--- config.mk ---
export PLATFORM = sky130hd
export DESIGN_NAME = error_countdown
export DESIGN_NICKNAME = d
export VERILOG_FILES = /design/src/rtl/error_countdown.sv
export SDC_FILE = /design/constraint.sdc
export NUM_CORES = 1
export LEC_CHECK = 0
export BUFFER_PORTS_ARGS = -buffer_cell sky130_fd_sc_hd__buf_2
export CORE_MARGIN = 3
export CORE_UTILIZATION = 62
export CTS_CLUSTER_SIZE = 10
export DETAILED_ROUTE_END_ITERATION = 7
export PLACE_DENSITY = 0.93
export SYNTH_ARGS = -nofsm -noshare
export SYNTH_HDL_FRONTEND = slang
export SYNTH_SLANG_ARGS = --single-unit
export TNS_END_PERCENT = 50
--- constraint.sdc ---
create_clock -name clk -period 5.8 [get_ports clk]
set_input_delay 0.29 -clock clk [delete_from_list [all_inputs] [get_ports clk]]
set_output_delay 0.29 -clock clk [all_outputs]
set_load 0.03 [all_outputs]
--- src/rtl/error_countdown.sv ---
// error_countdown: timeout watchdog for the central FSM's calc-error state.
//
// When the FSM enters ERR_STATE a countdown of COUNT_SEC seconds starts
// (one second = CLK_FREQ cycles). If the FSM is still in ERR_STATE when the
// countdown expires, a single-cycle error_timeout pulse is issued. Leaving
// ERR_STATE aborts the countdown silently; re-entering restarts it.
//
// Optional feature macro: ERROR_COUNTDOWN_BLINK_EN
//   defined   - blink toggles every half second while counting
//   undefined - blink is tied to 0 and no blink logic exists
//
// Ports:
//   clk           in   system clock, rising edge
//   rst           in   synchronous active-high reset
//   current_state in   [3:0] central FSM state code
//   error_timeout out  one-cycle pulse on countdown expiry
//   counting      out  high while a countdown is running
//   sec_left      out  [3:0] whole seconds remaining
//   blink         out  LED blink drive

module error_countdown #(
    parameter int unsigned CLK_FREQ  = 100_000_000,
    parameter int unsigned COUNT_SEC = 5,
    parameter logic [3:0]  ERR_STATE = 4'd12
) (
    input  logic       clk,
    input  logic       rst,
    input  logic [3:0] current_state,
    output logic       error_timeout,
    output logic       counting,
    output logic [3:0] sec_left,
    output logic       blink
);

    localparam int unsigned PW = $clog2(CLK_FREQ);
    localparam logic [PW-1:0] PRE_MAX    = PW'(CLK_FREQ - 1);
    localparam logic [3:0]    COUNT_INIT = 4'(COUNT_SEC);

    typedef enum logic {StIdle, StRun} state_e;

    state_e        state_q, state_d;
    logic [3:0]    prev_state_q;
    logic [PW-1:0] prescaler_q, prescaler_d;
    logic [3:0]    sec_left_q, sec_left_d;
    logic          error_timeout_q, error_timeout_d;

    logic entry;
    logic in_err;
    logic tick;

    always_comb begin
        in_err = (current_state == ERR_STATE);
        entry  = in_err && (prev_state_q != ERR_STATE);
        tick   = (prescaler_q == PRE_MAX);
    end

    // Next-state: entry always reloads, abort beats a coincident tick.
    always_comb begin
        state_d         = state_q;
        prescaler_d     = '0;
        sec_left_d      = '0;
        error_timeout_d = 1'b0;
        if (entry) begin
            state_d    = StRun;
            sec_left_d = COUNT_INIT;
        end else begin
            unique case (state_q)
                StIdle: begin
                    state_d = StIdle;
                end
                StRun: begin
                    if (!in_err) begin
                        state_d = StIdle;
                    end else if (tick) begin
                        if (sec_left_q > 4'd1) begin
                            sec_left_d = sec_left_q - 4'd1;
                        end else begin
                            state_d         = StIdle;
                            error_timeout_d = 1'b1;
                        end
                    end else begin
                        prescaler_d = prescaler_q + 1'b1;
                        sec_left_d  = sec_left_q;
                    end
                end
                default: state_d = StIdle;
            endcase
        end
    end

    always_ff @(posedge clk) begin
        if (rst) begin
            state_q         <= StIdle;
            prev_state_q    <= 4'd0;
            prescaler_q     <= '0;
            sec_left_q      <= 4'd0;
            error_timeout_q <= 1'b0;
        end else begin
            state_q         <= state_d;
            prev_state_q    <= current_state;
            prescaler_q     <= prescaler_d;
            sec_left_q      <= sec_left_d;
            error_timeout_q <= error_timeout_d;
        end
    end

`ifdef ERROR_COUNTDOWN_BLINK_EN
    localparam logic [PW-1:0] PRE_HALF = PW'(CLK_FREQ / 2 - 1);

    logic blink_q, blink_d;

    // Restarts low on entry and is forced low whenever the countdown stops.
    always_comb begin
        blink_d = 1'b0;
        if ((state_d == StRun) && !entry) begin
            blink_d = ((prescaler_q == PRE_HALF) || tick) ? ~blink_q : blink_q;
        end
    end

    always_ff @(posedge clk) begin
        if (rst) begin
            blink_q <= 1'b0;
        end else begin
            blink_q <= blink_d;
        end
    end

    assign blink = blink_q;
`else
    assign blink = 1'b0;
`endif

    assign error_timeout = error_timeout_q;
    assign counting      = (state_q == StRun);
    assign sec_left      = sec_left_q;

endmodule

==> impl_metrics.toml, run 1 <==
[clock_network]
htree_levels = 2
cts_resized = 0
ctsHoldBuffers = 0
cts.sinks = 37
clock_latency_ns = 0.34
cts-root-buf = "clkbuf_4"
postCtsSetupBuffers = 0
clockBufferDepth = 2
cts_tree = "yes"
path_clk_slew_ns = 0.10
numCtsBuffers = 5

[run_status]
status = "finished clean"

[routing]
viasPerCell = 5.862
dr.first_iter.drc_count = 64
wl_per_cell_um = 14.16
drc = 0
wl_mm = 3.384
drt-pass1-iter-count = 4
via_count = 1401
drtAntennaViolNets = 0

[timing]
setup_tns_ns = 0
period_share_pct = 42.25
relSlewSlack_pct = 35.37
clock_skew_ns = 0.005248
worst_pin_slew_ns = 0.9695
hold_viol = 0
grt_setup_unrepaired = "false"
min_period_ns = 2.451
max_freq_ghz = 0.4080
setup_viol = 0
finalMaxSlewViolations = 0

[yosys]
synth_flop_cell = "dfxtp_1"
synth-warning-count = 0
avgSynthCellArea_um2 = 8.535
synth_fp_nets = 205
seq_area_frac_synth_pct = 44.28
synth_top_area_share_pct = 44.28
ys_types = 33
synthArstFlopShare_pct = 0
syn_inst = 196
synth-edff-count = 0
synth_largest_area_cell = "dfxtp_1"
syn_area_um2 = 1673
synth_seq_cells = 37
yosys-top-cells-area = "dfxtp_1, xnor2_1, nor2_1, nand3_1, nand2_1"

[placed_design]
dpl.hpwl_mm = 2.411
io_buffer_count = 11
placed_cells = 231
gp_congestion = 0.8749

[critical_path]
path_max_fanout = 6
arrival_ns = 2.72
r2r_cells = 6
crit_end = "sec_left[3]"
cp-startpoint = "prescaler_q[0]"
critPathKind = "reg2reg"
reg2reg_from = "prescaler_q[0]"
reg2reg_slack_ns = 3.35
end_kind = "register"
worstReg2RegEnd = "sec_left[3]"
startpoint_type = "register"
cp_data_required_time_ns = 6.07

[cells_and_area]
multi_input_area_um2 = 880.8
n_antenna_cell = 0
finalNonFillerCells = 239
areaGrowthSynthToFinish_pct = 6.731
ff_latch_area_um2 = 740.7
post-route-util_pct = 70.78
final_common_cell = "nor2_1"
nFillCells = 203
layout_common_cells = "nor2_1, dfxtp_1, xnor2_1"
fin_nets = 217
drive_gt1_share_pct = 8.612

[floorplanning]
die_y_um = 57.95
fp-row-count = 18
die_area_um2 = 3358
die_x_um = 57.95
pin_count = 13
core_um2 = 2522
initial_utilization_pct = 66.32

[power_and_ir_drop]
p_leak_nw = 0.5406
fin_total_pwr_uw = 390.2
powerDensity_nw_per_um2 = 218.5
ir_drop_v = 0.0001822

[grt]
overflow = 0
grt.total_usage_pct = 22.78
grt_max_degree = 28
grt_pass1_vias = 1326
grt_pass1_wl_mm = 5.720
antenna_found_initial = 0

[hold_path]
hold_depth = 2
hp-class = "in2reg"

[job]
cap_violations = 0
[registers in the layout (all words and copies together) (netlist names)]
| register | count |
|---|---|
| prev_state_q | 4 |
| error_timeout | 1 |
| counting | 1 |
| sec_left | 4 |
| prescaler_q | 27 |
[kinds of logic after synthesis]
| kind of cell | Yosys count | synth area share [%] |
|---|---|---|
| and+or+nand+nor | 110 | 34.03 |
| adders and majority gates | 3 | 2.244 |
| DFF | 37 | 44.28 |
| buffers and inverters | 12 | 3.066 |
| xor gates and xnor gates | 25 | 13.09 |
| AOI/OAI and AO/OA | 8 | 3.066 |
| other | 1 | 0.2242 |
[how the worst min path moves through the flow]
stage	start	to	slack [ns]
after CTS	current_state[0]	prev_state_q[0]	0.17
final	current_state[0]	prev_state_q[0]	0.19
after global routing	current_state[3]	prev_state_q[3]	0.19
after floorplan	rst	counting	0.36
after global placement	prescaler_q[0]	prescaler_q[0]	0.44
after detailed placement	prescaler_q[0]	prescaler_q[0]	0.46
[per-layer routing]
| layer | GRT usage (%) | part of all wire, % |
|---|---|---|
| met4 | 11.92 | 2.4 |
| met1 | 24.12 | 43 |
| met3 | 6.682 | 4.9 |
| met2 | 40.48 | 50 |
| met5 | 0 | 0 |
[per-stage QoR]
stage                     worst slack [ns]  cell area [µm²]  hold slack, ns
after floorplan                      3.626             1673          0.3591
after global placement               3.530             1737          0.4382
after detailed placement             3.406             1737          0.4633
after CTS                            3.382             1785          0.1702
after global routing                 3.220             1785          0.1920
final                                3.349             1785          0.1853
[report_power, final]
part	total [mW]	switching, mW	leakage [nW]	internal [mW]
logic	0.00817	0.00492	0.215	0.00326
clock network	0.126	0.0772	0.0265	0.0483
registers	0.256	0.000791	0.299	0.256
[critical path, stage by stage, from the launching register on]
cell and delay [ns]:
dfxtp_1 0.38, ha_1 0.23, and4_4 0.26, nand2_2 0.08
or4b_1 0.66, or4_1 0.57, a21oi_1 0.19
[synthesized netlist by cell type, types with 3 or more instances]
cell      number
nor2_1        38
dfxtp_1       37
xnor2_1       20
nand3_1       14
nand2_1       12
inv_1          6
nand4_1        6
nor2b_1        6
nor3_1         6
nor4_1         6
xor2_1         5
or3_1          4
a21oi_1        3
and4_1         3
clkbuf_1       3
ha_1           3
nand2b_1       3
nor4b_1        3
[final cells by class]
class	instances	share of cell area, %
Clock buffer	8	2.733
Tap cell	30	2.102
Multi-Input combinational cell	147	49.33
Sequential cell	37	41.49
Inverter	6	1.261
Timing Repair Buffer	11	3.083
Power figures use the tool's default switching activity.
==> run 2, diff against run 1 <==
--- a/config.mk
+++ b/config.mk
@@ -7,10 +7,10 @@
 export LEC_CHECK = 0
 export BUFFER_PORTS_ARGS = -buffer_cell sky130_fd_sc_hd__buf_2
 export CORE_MARGIN = 3
-export CORE_UTILIZATION = 62
+export CORE_UTILIZATION = 58
 export CTS_CLUSTER_SIZE = 10
 export DETAILED_ROUTE_END_ITERATION = 7
-export PLACE_DENSITY = 0.93
+export PLACE_DENSITY = 0.88
 export SYNTH_ARGS = -nofsm -noshare
 export SYNTH_HDL_FRONTEND = slang
 export SYNTH_SLANG_ARGS = --single-unit
==> constraint.sdc (replaced) <==
create_clock -name clk -period 2.6 [get_ports clk]
set_input_delay 0.13 -clock clk [delete_from_list [all_inputs] [get_ports clk]]
set_output_delay 0.13 -clock clk [all_outputs]
set_load 0.03 [all_outputs]
==> run 2 against run 1 <==
  * Maximum frequency is 6.0% higher
  * Highest routed layer unchanged
  * Die area is 6.2% higher
  * Cell area up 0.42%
  * Count of clock-buffer cells in the layout did not move
  * Largest power group unchanged
  * Worst setup slack lost 3.1 ns
==> impl_metrics.toml, run 2 (synthesized netlist as in run 1, its figures left out) <==
[cells_and_area]
n_antenna_cell = 0
layout_common_cells = "nor2_1, dfxtp_1, xnor2_1"
nFillCells = 219
drive_gt1_share_pct = 9.048
areaGrowthSynthToFinish_pct = 7.180
fin_nets = 218
largest_register = "prescaler_q"
finalInstanceArea_um2 = 1793
largest_reg_flops = 27
final_common_cell = "nor2_1"

[hold_path]
hold_depth = 2
hp-class = "in2reg"
min_to = "prev_state_q[0]"
min_from = "current_state[0]"

[critical_path]
end_kind = "register"
reg2reg_from = "prescaler_q[0]"
arrival_ns = 2.59
worstReg2RegEnd = "sec_left[3]"
path_max_fanout = 6
critPathKind = "reg2reg"
reg2reg_slack_ns = 0.29
cp_data_required_time_ns = 2.88
r2r_cells = 6
startpoint_type = "register"

[clock_network]
clock_latency_ns = 0.33
cts_tree = "yes"
postCtsSetupBuffers = 0
clockBufferDepth = 2
numCtsBuffers = 5
ctsHoldBuffers = 0
cts.sinks = 37
cts_resized = 0
cts-root-buf = "clkbuf_4"
path_clk_slew_ns = 0.11
htree_levels = 2

[placed_design]
gp_congestion = 0.8877
place_area_um2 = 1744
io_buffer_count = 11
dp_slack_ns = 0.3174
dpl.hpwl_mm = 2.366

[power_and_ir_drop]
internal_power_uw = 685.6
power_switching_uw = 189.5
powerDensity_nw_per_um2 = 488.1
p_clk_share_pct = 32.6
p_leak_nw = 0.5448
power_frac_seq_pct = 65.4
fin_total_pwr_uw = 875.1
p_sw_share_pct = 21.65
combPwrFrac_pct = 2.0
ir_drop_v = 0.0004319

[timing]
grt_setup_unrepaired = "false"
min_period_ns = 2.311
relSlewSlack_pct = 64.36
setup_tns_ns = 0
finalMaxSlewViolations = 0
period_share_pct = 88.88
hold_viol = 0
fin_ws_ns = 0.2890
clock_skew_ns = 0.009592
max_freq_ghz = 0.4327
setup_viol = 0
worst_pin_slew_ns = 0.5306

[routing]
dr.first_iter.drc_count = 45
via_count = 1344
wl_per_cell_um = 13.35
wl_mm = 3.203
drtAntennaViolNets = 0
drt-pass1-iter-count = 4
viasPerCell = 5.600
drc = 0

[run_status]
status = "finished clean"

[floorplanning]
fp-row-count = 18
initial_utilization_pct = 64.03
pin_count = 13
die_area_um2 = 3565
die_y_um = 59.71
die_x_um = 59.71
core_um2 = 2613

[job]
cap_violations = 0

[grt]
grt_pass1_wl_mm = 5.816
grt_max_degree = 28
antenna_found_initial = 0
grt.total_usage_pct = 21.51
grt_pass1_vias = 1399
overflow = 0
-- run 2: cell count changes in the layout (fill, tap and decap cells not counted) --
cell,change
buf_4,+1
-- run 2: layout make-up --
type	instances	area [µm²]	share of cell area, %
flip-flops and latches	37	740.7	41.31
multi-input cells	147	880.8	49.13
clock buffers	8	48.80	2.722
repair buffers	12	62.56	3.489
well taps	30	37.54	2.094
inverters	6	22.52	1.256
-- run 2: worst max-delay path: stages (launching register included) --
cell and delay, ns:
dfxtp_1 0.39, ha_1 0.23, and4_4 0.26, nand2_2 0.08, or4b_1 0.63, or4_1 0.53
a21oi_1 0.14
-- run 2: worst max-delay path by stage --
stage,start,to,slack [ns],cells past startpoint
after detailed placement,prescaler_q[0],sec_left[3],0.32,6
final,prescaler_q[0],sec_left[3],0.29,6
after global routing,prescaler_q[0],sec_left[3],0.12,6
after CTS,prescaler_q[0],sec_left[3],0.30,6
after floorplan,prescaler_q[0],sec_left[3],0.43,7
after global placement,prescaler_q[0],sec_left[3],0.39,6
-- run 2: through the flow --
stage | util [%] | hold slack [ns] | cells
after floorplan | - | 0.1991 | 196
after global placement | 66.76 | 0.3503 | 232
after detailed placement | 66.76 | 0.3763 | 232
after CTS | 68.63 | 0.02103 | 240
after global routing | 68.63 | 0.02066 | 240
final | 68.63 | 0.02301 | 240
-- run 2: metal layers --
metal  vias to the layer above  part of all wire [%]  global-route usage [%]
met5                         -                     0                       0
met4                         0                   1.5                   5.696
met3                         6                   3.3                   7.559
met2                        22                    50                   38.27
met1                       621                    45                   24.12
li1                        695                     -                       -
-- run 2: power groups by stage --
stage,combinational (mW),sequential [mW],clock (mW)
finish,0.0179,0.572,0.285
global route,0.0195,0.573,0.314
CTS,0.0179,0.572,0.289
detailed placement,0.0179,0.585,0
global placement,0.0169,0.585,0
floorplan,0.00951,0.586,0
==> run 3, diff against run 2 <==
--- a/config.mk
+++ b/config.mk
@@ -6,7 +6,6 @@
 export NUM_CORES = 1
 export LEC_CHECK = 0
 export BUFFER_PORTS_ARGS = -buffer_cell sky130_fd_sc_hd__buf_2
-export CORE_MARGIN = 3
 export CORE_UTILIZATION = 58
 export CTS_CLUSTER_SIZE = 10
 export DETAILED_ROUTE_END_ITERATION = 7
==> run 3 against run 2 <==
  * Worst setup slack lost 0.013 ns
  * Core utilization down 1.2 points
  * Wire length decreased by 7.6%
  * Maximum frequency is 0.56% lower
  * Power up 15%
  * Critical path depth did not move
  * Non-clock buffer count rose by 1
  * Flip-flop and latch count unchanged
  * Clock power is 46% higher
  * Cell area increased by 2.9%
  * Critical endpoint unchanged
==> impl_metrics.toml, run 3 (synthesized netlist as in run 1, its figures left out) <==
[routing]
wl_per_cell_um = 12.24
via_count = 1306
viasPerCell = 5.397
drtAntennaViolNets = 0
drc = 0
drt-pass1-iter-count = 4
wl_mm = 2.961
dr.first_iter.drc_count = 35

[power_and_ir_drop]
ir_drop_v = 0.0006226
power_frac_seq_pct = 56.9
fin_total_pwr_mw = 1.006
combPwrFrac_pct = 1.8
powerDensity_nw_per_um2 = 545.6
p_leak_nw = 0.5669
power_switching_uw = 198.9
internal_power_uw = 807.2
p_clk_share_pct = 41.3
p_sw_share_pct = 19.77

[critical_path]
end_kind = "register"
path_max_fanout = 6
startpoint_type = "register"
crit_buf_inv = 0
cp_data_required_time_ns = 2.87
cp_num_cells = 6
r2r_cells = 6
critical_path.max_stage_delay_ns = 0.62
crit_slowest_cell = "or4b_1"
critPathKind = "reg2reg"
arrival_ns = 2.59
cpLargestDelayFamily = "simple AND/OR/NAND/NOR gates"
cp_cell_sequence = "ha_1 -> and4_4 -> nand2_2 -> or4b_1 -> or4_1 -> a21oi_1"

[floorplanning]
fp-row-count = 19
initial_utilization_pct = 61.19
die_y_um = 55.71
die_area_um2 = 3103
die_x_um = 55.71
pin_count = 13
core_um2 = 2734

[clock_network]
postCtsSetupBuffers = 0
htree_levels = 2
ctsHoldBuffers = 1
numCtsBuffers = 5
clockBufferDepth = 2
path_clk_slew_ns = 0.11
cts_resized = 0
clock_latency_ns = 0.35
cts_tree = "yes"
cts.sinks = 37
cts-root-buf = "clkbuf_4"

[cells_and_area]
n_antenna_cell = 0
areaGrowthSynthToFinish_pct = 10.25
drive_gt1_share_pct = 10.43
final_common_cell = "nor2_1"
largest_register = "prescaler_q"
finalInstanceArea_um2 = 1844
layout_common_cells = "nor2_1, dfxtp_1, xnor2_1"
post-route-util_pct = 67.46
finalNonFillerCells = 242
largest_reg_flops = 27
fin_nets = 219

[timing]
min_period_ns = 2.324
whs_ns = 0.008644
relSlewSlack_pct = 60.15
period_share_pct = 89.38
worst_pin_slew_ns = 0.5932
finalMaxSlewViolations = 0
clock_skew_ns = 0.01297
hold_viol = 0
setup_viol = 0
max_freq_ghz = 0.4303
setup_tns_ns = 0
grt_setup_unrepaired = "false"
fin_ws_ns = 0.2761

[grt]
antenna_found_initial = 0
grt_max_degree = 28
overflow = 0
grt_pass1_wl_mm = 5.078
grt.total_usage_pct = 20.94
grt_pass1_vias = 1224

[placed_design]
dp_slack_ns = 0.2982
place_area_um2 = 1745
dpl.hpwl_mm = 1.980
gp_congestion = 0.8467
placed_cells = 233
io_buffer_count = 11

[hold_path]
hp-class = "in2reg"
hold_depth = 2

[job]
cap_violations = 0

[run_status]
status = "finished clean"
run 3: changes by cell type in the layout (fill, tap and decap cells not counted):
cell and delta:
clkinvlp_4 +1, bufinv_16 +1, dlygate4sd3_1 +1, clkbuf_8 +1, clkbuf_1 -3
run 3: area by class of cell:
type	instances	area [µm²]
fill	241	889.6
inverter	6	22.52
clock buffer	6	51.30
sequential	37	740.7
multi-input combinational	147	880.8
clock inverter	2	37.54
tap	31	38.79
timing repair buffer	13	72.57
run 3: final timing paths:
check / end / start / slack [ns]
max: sec_left[3] / prescaler_q[0] / 0.28
min: prev_state_q[0] / current_state[0] / 0.009
max reg2reg: sec_left[3] / prescaler_q[0] / 0.28
min reg2reg: prescaler_q[0] / prescaler_q[0] / 0.48
run 3: power groups by stage:
stage	clock (mW)	combinational [mW]	sequential (mW)
global route	0.443	0.0199	0.573
floorplan	0	0.00951	0.586
global placement	0	0.0169	0.585
CTS	0.423	0.0184	0.572
detailed placement	0	0.0171	0.585
finish	0.416	0.0184	0.572
run 3: metal layers:
layer | GRT usage, % | share of wire [%]
met3 | 6.512 | 3.7
met2 | 35.46 | 47
met5 | 0 | 0
met4 | 10.00 | 1.7
met1 | 23.92 | 47
